--- config.mk ---
export PLATFORM = sky130hd
export DESIGN_NAME = uart_rx
export DESIGN_NICKNAME = d
export VERILOG_FILES = /design/src/rtl/uart_rx.sv
export SDC_FILE = /design/constraint.sdc
export NUM_CORES = 1
export LEC_CHECK = 0
export ABC_AREA = 0
export BUFFER_PORTS_ARGS = -buffer_cell sky130_fd_sc_hd__buf_2
export CORE_ASPECT_RATIO = 1.25
export CORE_MARGIN = 1.5
export CORE_UTILIZATION = 55
export DETAILED_ROUTE_END_ITERATION = 12
export PLACE_DENSITY = 0.83
export SLEW_MARGIN = 20
export SYNTH_ARGS = -nofsm -noshare
export SYNTH_HDL_FRONTEND = slang
export SYNTH_SLANG_ARGS = --single-unit
--- constraint.sdc ---
create_clock -name clk -period 2.7 [get_ports clk]
set_clock_uncertainty 0.15 [all_clocks]
set_input_delay 0.81 -clock clk [delete_from_list [all_inputs] [get_ports clk]]
set_output_delay 0.81 -clock clk [all_outputs]
set_load 0.02 [all_outputs]
--- src/rtl/uart_rx.sv ---
// uart_rx: 8N1 serial receiver with a valid/ready output holding register.
// Ports:
//   clk, rstn        - system clock, asynchronous active-low reset
//   sig              - serial line, idle high, asynchronous to clk
//   data, valid      - received byte, held until accepted with ready
//   ready            - consumer accept; transfer on valid && ready at posedge
//   frame_err        - one-cycle pulse when a stop bit samples low
//   overrun          - one-cycle pulse when a good byte is dropped (holding register full)
module uart_rx #(
    parameter int unsigned DATA_WIDTH = 8,
    parameter int unsigned BAUD_RATE  = 9600,
    parameter int unsigned CLK_FREQ   = 12_000_000
) (
    input  logic                  clk,
    input  logic                  rstn,
    input  logic                  sig,
    output logic [DATA_WIDTH-1:0] data,
    output logic                  valid,
    input  logic                  ready,
    output logic                  frame_err,
    output logic                  overrun
);

    localparam int unsigned CLKS_PER_BIT = CLK_FREQ / BAUD_RATE;
    localparam int unsigned HALF_BIT     = CLKS_PER_BIT / 2;
    localparam int unsigned CNT_W        = $clog2(CLKS_PER_BIT);
    localparam int unsigned IDX_W        = $clog2(DATA_WIDTH + 1);

    typedef enum logic [2:0] {
        IDLE,
        START,
        DATA,
        STOP,
        WAIT_HIGH
    } state_t;

    state_t                  state;
    logic [CNT_W-1:0]        clk_cnt;
    logic [IDX_W-1:0]        bit_idx;
    logic [DATA_WIDTH-1:0]   shift_reg;
    logic                    sync_meta;
    logic                    sync;

    // Two-flop synchroniser; resets to the idle (high) line level.
    always_ff @(posedge clk or negedge rstn) begin
        if (!rstn) begin
            sync_meta <= 1'b1;
            sync      <= 1'b1;
        end else begin
            sync_meta <= sig;
            sync      <= sync_meta;
        end
    end

    // Receive FSM, bit timing and output holding register.
    always_ff @(posedge clk or negedge rstn) begin
        if (!rstn) begin
            state     <= IDLE;
            clk_cnt   <= '0;
            bit_idx   <= '0;
            shift_reg <= '0;
            data      <= '0;
            valid     <= 1'b0;
            frame_err <= 1'b0;
            overrun   <= 1'b0;
        end else begin
            frame_err <= 1'b0;
            overrun   <= 1'b0;

            // A load in STOP below overrides this and keeps valid high.
            if (valid && ready) begin
                valid <= 1'b0;
            end

            case (state)
                IDLE: begin
                    if (!sync) begin
                        state   <= START;
                        clk_cnt <= '0;
                    end
                end

                // Re-check the line at mid start bit to reject glitches.
                START: begin
                    if (clk_cnt == CNT_W'(HALF_BIT - 1)) begin
                        clk_cnt <= '0;
                        if (!sync) begin
                            state   <= DATA;
                            bit_idx <= '0;
                        end else begin
                            state <= IDLE;
                        end
                    end else begin
                        clk_cnt <= clk_cnt + CNT_W'(1);
                    end
                end

                // LSB arrives first; shifting right leaves it in bit 0.
                DATA: begin
                    if (clk_cnt == CNT_W'(CLKS_PER_BIT - 1)) begin
                        clk_cnt   <= '0;
                        shift_reg <= {sync, shift_reg[DATA_WIDTH-1:1]};
                        bit_idx   <= bit_idx + IDX_W'(1);
                        if (bit_idx == IDX_W'(DATA_WIDTH - 1)) begin
                            state <= STOP;
                        end
                    end else begin
                        clk_cnt <= clk_cnt + CNT_W'(1);
                    end
                end

                // Leave at mid stop bit so a following start edge is not missed.
                STOP: begin
                    if (clk_cnt == CNT_W'(CLKS_PER_BIT - 1)) begin
                        clk_cnt <= '0;
                        if (sync) begin
                            if (!valid || ready) begin
                                data  <= shift_reg;
                                valid <= 1'b1;
                            end else begin
                                overrun <= 1'b1;
                            end
                            state <= IDLE;
                        end else begin
                            frame_err <= 1'b1;
                            state     <= WAIT_HIGH;
                        end
                    end else begin
                        clk_cnt <= clk_cnt + CNT_W'(1);
                    end
                end

                // Absorb a held-low (break) line so it reports only one error.
                WAIT_HIGH: begin
                    if (sync) begin
                        state <= IDLE;
                    end
                end

                default: begin
                    state <= IDLE;
                end
            endcase
        end
    end

endmodule

### Word level (Yosys, flattened, before mapping)

Index checks and enable logic that the tools add are counted.

* $add $sub $neg: 2
* equality and inequality tests: 14
* multiplexer cells: 29
* reductions and logical operators: 12

Operators with widths (count)
* 2-to-1 mux 11 bit: 3
* case mux 11 bit (3 select lines): 1
* 2-to-1 mux 3 bit: 7
* case mux 3 bit (5 select lines): 1
* inequality test 2 bit, second input constant: 7
* 2-to-1 mux 1 bit: 12
* 2-to-1 mux 4 bit: 3
* adder 11 x 1 -> 11 bit, second input constant: 1
* equality test 11 x 10 -> 1 bit, second input constant: 1
* equality test 11 bit, second input constant: 1
* case mux 4 bit (2 select lines): 1
* AND reduction 4 bit: 2
* equality test 3 x 2 -> 1 bit, second input constant: 2
* AND reduction 6 bit: 1
* adder 4 x 1 -> 4 bit, second input constant: 1
* equality test 4 x 3 -> 1 bit, second input constant: 1
* AND reduction 2 bit: 2
* equality test 3 x 1 -> 1 bit, second input constant: 1
* equality test 3 bit, second input constant: 1
* logical NOT 3 bit: 1
* nonzero test 3 bit: 1
* 2-to-1 mux 2 bit: 1
* nonzero test 2 bit: 1
* OR reduction 2 bit: 1
* other kinds (3): 3

* flip-flop bits (word level): 39
* input port bits: 4
* output and inout port bits: 11

### Longest topological paths before layout

Gate-level depths: netlist of the first run.

* depth after elaboration: 6
* gate-level depth with buffers: 8

### Worst setup path after synthesis of the first run

OpenSTA, ideal clock, no wires.

* path type: reg-to-reg
* from: register clk_cnt[1]
* to: register clk_cnt[7]
* setup time: 0.121 ns
* arrival time: 1.789 ns
* setup slack: 0.640 ns
* stages on the path, launching flop included: 9
* buffers on the path: 1
* cell sequence: dfrtp_1 > inv_1 > ha_1 > nand2b_4 > or4_4 > o2bb2ai_2 > buf_6 > o21ai_0 > a22o_1

* cells in the longest elaborated chain, start to end: 3
* elaborated cells on any way between the ends: 6

Ends and longest elaborated chain
* start, declared: line 38 `logic [CNT_W-1:0] clk_cnt;`
* start signal, assigned: line 94 `clk_cnt <= clk_cnt + CNT_W'(1);`
* start signal, assigned: line 108 `clk_cnt <= clk_cnt + CNT_W'(1);`
* start signal, assigned: line 129 `clk_cnt <= clk_cnt + CNT_W'(1);`
* adder 11 x 1 -> 11 bit, or another cell as far along: line 94, 108, 129
* 2-to-1 mux 11 bit (on tied branches): line 100, 114, 85
* case mux 11 bit (3 select lines) (*): line 75 `case (state)`

Mark *: on every way between the ends. The rest lies on a longest branch, timed or not.
A chain may end at the register's enable or synchronous reset.

### Final worst setup path of the first run

* from: register clk_cnt[1]
* to: register clk_cnt[3]

Same word-level chain as after synthesis.

==> metrics.cfg, run 1 <==
[status]
status=completed

[flow_run]
drv_cap=0

[clock_tree]
cts_tree=yes
postCtsHoldBufs=0
cts_buffer_depth=2
cts_resized=0
clock_latency_ps=290
clock-sinks=39
cts_root_buf=clkbuf_8
cts_made_buffers=5
clk_pin_slew_worst_paths_ps=70
htreeDepth=2
cts_setup_buffers=0

[routing]
drtIter0Drc=59
antenna_left=0
drc=0
vias_per_cell=6.09
via_count=1462
wl_um=3670
wl_per_cell_um=15.3
drt_first_pass_iters=4

[worst_setup_path]
required_ps=2730
crit_fanout=7
cp.arrival_ps=2380
worst-r2r-cell-count=8
crit_type=flip-flop to flip-flop
start_kind=flip-flop
endpoint_kind=flip-flop

[timing]
maxSlewHeadroom_pct=52.6
finalMaxSlewViolations=0
setup_tns_ps=0
setup_viol=0
fin_ws_ps=349
rsz0062_at_grt=false
timing.hold.ws_ps=206
post-route-min-period_ps=2350
tightestPinTransition_ps=704
fmax_ghz=0.425
fin_crit_sh_pct=87.1
final_hold_viol_count=0

[floorplan]
dieArea_um2=3830
die_w_um=55.7
ios=15
core_um2=3250
die_h_um=68.8
start_util_pct=58.6
row_count=23

[final_layout]
drive_above_1_share_pct=23.6
synthToLayoutAreaGrowth_pct=11.2
seq_area_um2=978
multi_input_area_um2=873
final_common_cell=dfrtp_1
largest_reg_flops=11
diodes=0
fillers=271
final_cell_mix=dfrtp_1 (37), nand2_1 (33), buf_2 (14)
final_nets=210

[grt]
grt_pass1_wl_um=6750
grt_pass1_vias=1443
grt_max_degree=25
grt-ovfl-total=0
grtUsageTotal_pct=23.1
antenna_found_initial=0

[pwr]
leakagePower_uw=0.00105
p_per_area_nw_per_um2=517
seq_power_share_pct=53.7
sw_frac_of_total_pct=18.8
switchingPower_uw=206
power_frac_comb_pct=1.6
vdd_drop_max_mv=0.486
clock_power_share_pct=44.7
p_int_uw=890

[logic_synthesis]
synth_top_flop_cell=dfrtp_1
synth-async-reset-ratio_pct=100
synth_top_cell_by_area=dfrtp_1
syn_area_per_cell_um2=10.2
ys_ff_latch=39
ys_seq_area_share_pct=51.3
ys_warn_count=0
synth_cell_types=44
syn_nets=195
synth_area_leaders=dfrtp_1 (49%), nand2_1 (6.5%), mux2_2 (5.9%)
synthDominantCellAreaShare_pct=48.6
synth_edf_count=0
syn_inst=187
synth_area_um2=1910

[place]
place_ws_ps=402
hpwl_um=2640
gp_congestion=0.928
port_buffers=14

[min_path]
min_path_type=flip-flop to flip-flop
hold_path_depth=0

Yosys cell counts, types with 2 or more instances:
cell type	number
nand2b_1	3
nor3_1	4
buf_2	2
nor4_1	3
a22o_1	7
and3_1	4
nand3_1	5
inv_1	2
a21oi_1	2
nand4bb_1	2
mux2_2	10
clkbuf_1	6
nand3b_1	2
nand2_1	33
nor2_2	2
ha_1	4
and2_1	2
or4_4	2
dfstp_2	2
nand4_1	3
o41ai_1	2
dfrtp_1	37
nor2_1	11
o21ai_0	12
nor2b_1	4
or2_2	3
per-stage QoR:
step                power [uW]  area [um^2]  std cells  utilization [%]
floorplan                  602         1910        187                -
global placement           618         2000        232             61.6
detailed placement         618         2000        232             61.6
CTS                       1110         2120        240             65.2
global route              1140         2120        240             65.2
finish                    1100         2120        240             65.2
final timing paths:
kind	startpoint	end	slack, ps
max	clk_cnt[1]	clk_cnt[3]	350
min	sync_meta	sync	210
max reg2reg	clk_cnt[1]	clk_cnt[3]	350
min reg2reg	sync_meta	sync	210
max in group asynchronous	rstn	sync	1460
min in group asynchronous	rstn	bit_idx[0]	330
critical path, stage by stage, from the launching register on:
cell       delay (ps)
dfrtp_1           420
inv_1              90
ha_1              200
nand2b_4           70
or4_4             530
o2bb2ai_2         290
buf_4             210
o21ai_1            80
a22o_1            200
cell families after synthesis:
family | synth area share (%)
muxes | 6.43
xor gates and xnor gates | 0.459
buffers and inverters | 2.89
DFF | 51.3
AOI/OAI and AO/OA | 12.3
and+or+nand+nor | 24.0
adders and majority gates | 2.62
power by group through the flow:
stage | Clock [uW] | Sequential (uW) | Combinational, uW
finish | 490 | 589 | 17.6
global route | 526 | 589 | 21.2
floorplan | 0 | 598 | 4.05
global placement | 0 | 600 | 17.9
CTS | 504 | 589 | 18.8
detailed placement | 0 | 600 | 18.3
per-layer routing:
| metal | global-route usage [%] | part of all wire, % | up-vias |
|---|---|---|---|
| met5 | 0 | 0 | - |
| met4 | 12.5 | 2.7 | 0 |
| met3 | 4.66 | 4.0 | 7 |
| met2 | 39.9 | 51 | 41 |
| met1 | 27.5 | 43 | 725 |
| li1 | - | - | 689 |
cell type report:
| type | instances | area share, % |
|---|---|---|
| sequential | 39 | 46.2 |
| clock buffer | 6 | 3.90 |
| tap | 37 | 2.18 |
| timing repair buffer | 17 | 4.37 |
| clock inverter | 2 | 1.65 |
| multi-input combinational | 136 | 41.2 |
| inverter | 3 | 0.531 |
Power figures use the tool's default switching activity.
==> run 2: changes to the inputs <==
CORE_UTILIZATION = 53   (was 55)
PLACE_DENSITY = 0.84   (was 0.83)
clock period = 2 ns   (was 2.7 ns; I/O delays follow)
==> run 2 against run 1 <==
  * The run now ends with setup timing left
  * Combinational power rose by 70%
  * Clock power rose by 6.9%
  * Sequential share of layout area fell by 7.7 points
  * Total power rose by 23%
==> metrics.cfg, run 2 (synthesized netlist as in run 1, its figures left out) <==
[timing]
fin_crit_sh_pct=102  ; +15 points
maxSlewHeadroom_pct=66.2  ; +14 points
post-route-min-period_ps=2030  ; -317 ps
finalMaxSlewViolations=0  ; unchanged
final_hold_viol_count=0  ; unchanged
fmax_ghz=0.492  ; +16%
setup_tns_ps=-132  ; -132 ps
fin_ws_ps=-34.3  ; -383 ps
rsz0062_at_grt=true
setup_viol=7  ; +7
tightestPinTransition_ps=505  ; -198 ps

[clock_tree]
cts_buffer_depth=2  ; unchanged
cts_tree=yes
htreeDepth=2  ; unchanged
clk_pin_slew_worst_paths_ps=80  ; about the same
postCtsHoldBufs=0  ; unchanged
cts_root_buf=clkbuf_8
clock_latency_ps=290  ; about the same
clock-sinks=39  ; unchanged
cts_made_buffers=5  ; unchanged

[final_layout]
final_cell_mix=dfrtp_1 (36), nand2_1 (33), buf_4 (28)
fillers=232  ; -14%
drive_above_1_share_pct=41.0  ; +17 points
diodes=0  ; unchanged
final_nets=241  ; +15%
final_common_cell=dfrtp_1
final_cell_area_um2=2550  ; +20%
synthToLayoutAreaGrowth_pct=33.6
largest_reg_flops=11  ; unchanged

[floorplan]
die_h_um=70.1  ; +1.8%
dieArea_um2=3970  ; +3.6%
start_util_pct=55.2  ; -3.4 points
die_w_um=56.7  ; +1.8%
row_count=24  ; +4.3%
core_um2=3450  ; +6.2%
ios=15  ; unchanged

[pwr]
leakagePower_uw=0.00122  ; +16%
p_per_area_nw_per_um2=528  ; +2.2%
vdd_drop_max_mv=0.561  ; +15%

[routing]
antenna_left=0  ; unchanged
drtIter0Drc=44  ; -25%
wl_per_cell_um=16.2  ; +5.7%
via_count=1550  ; +6.0%
vias_per_cell=5.68  ; -6.8%
wl_um=4410  ; +20%
drt_first_pass_iters=4  ; unchanged
drc=0  ; unchanged

[grt]
grtUsageTotal_pct=22.8  ; -0.26 points
grt_pass1_wl_um=6990  ; +3.6%
antenna_found_initial=0  ; unchanged
grt_pass1_vias=1558  ; +8.0%
grt_max_degree=24  ; -4.0%
grt-ovfl-total=0  ; unchanged

[place]
hpwl_um=2860  ; +8.2%
port_buffers=14  ; unchanged
gp_congestion=0.936  ; +0.92%
dpl-instance-area_um2=2200  ; +10%

[worst_setup_path]
crit_type=flip-flop to flip-flop
crit_fanout=5  ; -2
required_ps=2030  ; -700 ps
cp.arrival_ps=2060  ; -320 ps
endpoint_kind=flip-flop
start_kind=flip-flop

[min_path]
min_path_type=input port to asynchronous set/reset pin

[status]
violations=setup timing
status=finished with violations

[flow_run]
drv_cap=0  ; unchanged

[run 2: cell types whose count changed in the layout (fill, tap and decap cells not counted), sizes merged]
cell	delta
clkinvlp	+2
clkbuf	-1
bufinv	-1
buf	+31
[run 2: final timing paths]
check / start / endpoint / slack (ps) / cells past startpoint
max in group asynchronous: rstn / data[6] / 1170 / 2
worst min register to register: sync_meta / sync / 210 / 0
worst max-delay path: clk_cnt[1] / clk_cnt[2] / -30 / 8
worst min-delay path: rstn / clk_cnt[7] / 80 / 1
worst max register to register: clk_cnt[1] / clk_cnt[2] / -30 / 8
min in group clk: sync_meta / sync / 210 / 0
[run 2: where the power goes]
group	internal (uW)	leakage (uW)	switching (uW)
combinational	9.13	0.000656	20.9
clock	242	0.0000402	281
sequential	792	0.000522	1.09
total	1040	0.00122	303
[run 2: critical path, cell delays in order (launching register included)]
cell,delay (ps)
dfrtp_1,390
inv_2,80
ha_4,130
nand2b_4,60
or4_4,470
o2bb2ai_4,220
buf_4,150
o21ai_0,70
a22o_1,210
[run 2: metal layers]
metal	track usage, %	vias up	part of all wire (%)
li1	-	753	-
met1	27.8	766	42
met2	38.6	24	54
met3	4.44	7	2.2
met4	10.3	0	1.8
met5	0	-	0
[run 2: cell type report]
cell class	instances	area (um^2)	share of cell area, %
Multi-Input combinational cell	136	1050	41.4
Sequential cell	39	980	38.5
Timing Repair Buffer	48	365	14.3
Clock buffer	5	68.8	2.70
Tap cell	39	48.8	1.92
Clock inverter	3	20.0	0.786
Inverter	3	11.3	0.442
[run 2: repair_timing]
item                       4_1_cts  5_1_grt
gates resized for setup          8       29
setup buffers                    2        7
gates cloned                     0        0
setup endpoints to repair       19       23
pin swaps                        4       12
[run 2: stage by stage]
stage,setup slack [ps],cells,util (%),total power [uW],hold WS [ps]
2_1_floorplan,-7.58,187,-,813,154
3_3_place_gp,-54.6,256,63.8,838,197
3_5_place_dp,-82.1,256,63.8,839,201
4_1_cts,-40.9,266,68.2,1360,83.3
5_1_grt,-97.2,273,73.8,1400,99.2
6_report,-34.3,273,73.8,1350,78.8
==> run 3: changes to the inputs <==
ABC_AREA = 1   (was 0)
==> run 3 against run 2 <==
  * The run now ends clean
  * Sequential share of layout area is 6.2 points higher
  * Global-route usage is 2.6 points lower
  * Worst hold slack improved by 21 ps
  * Combinational power decreased by 18%
  * Via count shrank 6.6%
  * Area after synthesis rose by 1.2%
  * Fmax up 14%
  * Total power grew 11%
  * Cell area down 14%
  * First-iteration DRC count increased by 120%
==> metrics.cfg, run 3 <==
[status]
status=completed

[logic_synthesis]
ys_seq_area_share_pct=50.7  ; -0.60 points
synth_top_flop_cell=dfrtp_1
synthDominantCellAreaShare_pct=48.0  ; -0.57 points
syn_nets=232  ; +19%
synth_area_leaders=dfrtp_1 (48%), nand2_1 (11%), inv_1 (5.4%)
syn_inst=224  ; +20%
ys_ff_latch=39  ; unchanged
synth_cell_types=24  ; -45%
syn_area_per_cell_um2=8.61  ; -16%
yosysMostFrequentCell=nand2_1
synth_common_cells=nand2_1 (55), dfrtp_1 (37), inv_1 (28)
synth-async-reset-ratio_pct=100  ; unchanged
synth_top_cell_by_area=dfrtp_1
ys_warn_count=0  ; unchanged
synth_edf_count=0  ; unchanged
synth_area_um2=1930  ; +1.2%

[worst_setup_path]
endpoint_kind=flip-flop
required_ps=2020  ; about the same
rr_endpoint=clk_cnt[2]
start_kind=flip-flop
worst-r2r-cell-count=9  ; +1
crit_type=flip-flop to flip-flop
cp.arrival_ps=1800  ; -260 ps
crit_fanout=6  ; +1
r2r_slack_ps=220  ; +260 ps
worstReg2RegStart=clk_cnt[1]

[place]
hpwl_um=2570  ; -10%
gp_congestion=0.866  ; -7.5%
place_ws_ps=142  ; +224 ps
port_buffers=14  ; unchanged

[floorplan]
ios=15  ; unchanged
dieArea_um2=4010  ; +1.1%
start_util_pct=55.4  ; +0.17 points
row_count=24  ; unchanged
die_w_um=57.0  ; +0.56%
die_h_um=70.5  ; +0.56%
core_um2=3480  ; +0.87%

[grt]
grt-busiest-layer=met2
grtUsageTotal_pct=20.2  ; -2.6 points
use_met3_pct=5.00  ; +0.56 points
grt_max_degree=21  ; -13%
use_met1_pct=26.9  ; -0.88 points
antenna_found_initial=0  ; unchanged
grtUsageMet2_pct=32.2  ; -6.4 points
grt_pass1_vias=1377  ; -12%
grt_pass1_wl_um=6260  ; -10%
grt-ovfl-total=0  ; unchanged

[timing]
fin_ws_ps=222  ; +257 ps
setup_tns_ps=0  ; +132 ps
post-route-min-period_ps=1780  ; -257 ps
tightestPinTransition_ps=451  ; -54.2 ps
finalMaxSlewViolations=0  ; unchanged
timing.hold.ws_ps=100  ; +21.3 ps
fin_crit_sh_pct=88.9  ; -13 points
maxSlewHeadroom_pct=69.9  ; +3.7 points
rsz0062_at_grt=false
fmax_ghz=0.563  ; +14%
final_hold_viol_count=0  ; unchanged
setup_viol=0  ; -7

[clock_tree]
clock-sinks=39  ; unchanged
cts_root_buf=clkbuf_8
cts_made_buffers=5  ; unchanged
postCtsHoldBufs=0  ; unchanged
clk_pin_slew_worst_paths_ps=70  ; about the same
cts_buffer_depth=2  ; unchanged
clock_latency_ps=290  ; about the same
htreeDepth=2  ; unchanged
cts_tree=yes

[final_layout]
fillers=287  ; +24%
final_cell_mix=nand2_1 (54), dfrtp_1 (37), inv_1 (28)
final_common_cell=nand2_1
final_nets=254  ; +5.4%
synthToLayoutAreaGrowth_pct=13.7
drive_above_1_share_pct=20.2  ; -21 points
largest_reg_flops=11  ; unchanged
multi_input_area_um2=818  ; -22%
seq_area_um2=978  ; -0.13%
diodes=0  ; unchanged

[flow_run]
drv_cap=0  ; unchanged

[routing]
wl_um=3490  ; -21%
via_count=1448  ; -6.6%
wl_per_cell_um=12.2  ; -24%
drt_first_pass_iters=4  ; unchanged
drc=0  ; unchanged
antenna_left=0  ; unchanged
drtIter0Drc=96  ; +120%
vias_per_cell=5.06  ; -11%

[pwr]
p_total_uw=1490  ; +11%
vdd_drop_max_mv=0.618  ; +10%
leakagePower_uw=0.00110  ; -9.6%
p_per_area_nw_per_um2=678  ; +28%

[min_path]
min_path_type=input port to asynchronous set/reset pin

==> run 3: changes by cell type after synthesis, moves of 5 or more <==
cell,previous run,this run
o21ai_0,12,18
mux2_2,10,0
a22o_1,7,0
o21ai_2,0,9
xor2_1,1,6
inv_1,2,28
clkbuf_1,6,0
nand2_1,33,55
nand2_2,0,5
nand3_1,5,13
nor2_1,11,27
==> run 3: kinds of logic after synthesis <==
family,share of synthesized area (%)
flops,50.7
simple gates,27.2
compound gates,9.27
buf+inv,7.00
xor+xnor,3.18
fa+ha+maj,2.59
==> run 3: worst max-delay path, cell delays in order (launching register included) <==
cell,delay (ps)
dfrtp_1,400
inv_1,100
ha_1,140
nand2_1,50
nor2_1,160
nand2_2,110
nor2_8,150
o21ai_2,130
nor2_2,210
nor2_1,70
==> run 3: report_power, final <==
part	total [uW]	internal [uW]	switching [uW]
Sequential	794	792	2.47
Combinational	24.6	6.84	17.8
Clock	669	403	265
Total	1490	1200	286
==> run 3: cell type report <==
type	instances	share of cell area [%]
inverters	30	5.13
multi-input cells	153	37.3
flip-flops and latches	39	44.6
clock inverters	2	1.60
clock buffers	6	3.76
well taps	39	2.22
repair buffers	17	5.36
==> run 3: metrics by stage <==
stage / util [%] / std cells / instance area (um^2)
3_3_place_gp: 58.9 / 277 / 2050
6_report: 63.0 / 286 / 2190
3_5_place_dp: 58.9 / 277 / 2050
2_1_floorplan: - / 224 / 1930
4_1_cts: 62.3 / 285 / 2170
5_1_grt: 63.0 / 286 / 2190
==> run 3: timing repair <==
action                     in CTS  in global routing
setup endpoints to repair       0                  9
hold endpoints to repair        0                  0
buffers inserted                0                  1
gates resized for setup         0                  1
==> run 3: worst max path at each step <==
stage	startpoint	end	slack, ps	depth (start not counted)
2_1_floorplan	clk_cnt[1]	data[1]	330	10
3_3_place_gp	clk_cnt[1]	data[5]	190	9
3_5_place_dp	clk_cnt[1]	data[5]	140	9
4_1_cts	clk_cnt[1]	data[5]	120	9
5_1_grt	clk_cnt[1]	bit_idx[1]	20	9
6_report	clk_cnt[1]	clk_cnt[2]	220	9
==> run 3: layer usage <==
layer,wire length (um),share of wire [%]
met1,1510,43
met2,1810,52
met3,117,3.4
met4,53,1.5
met5,0,0
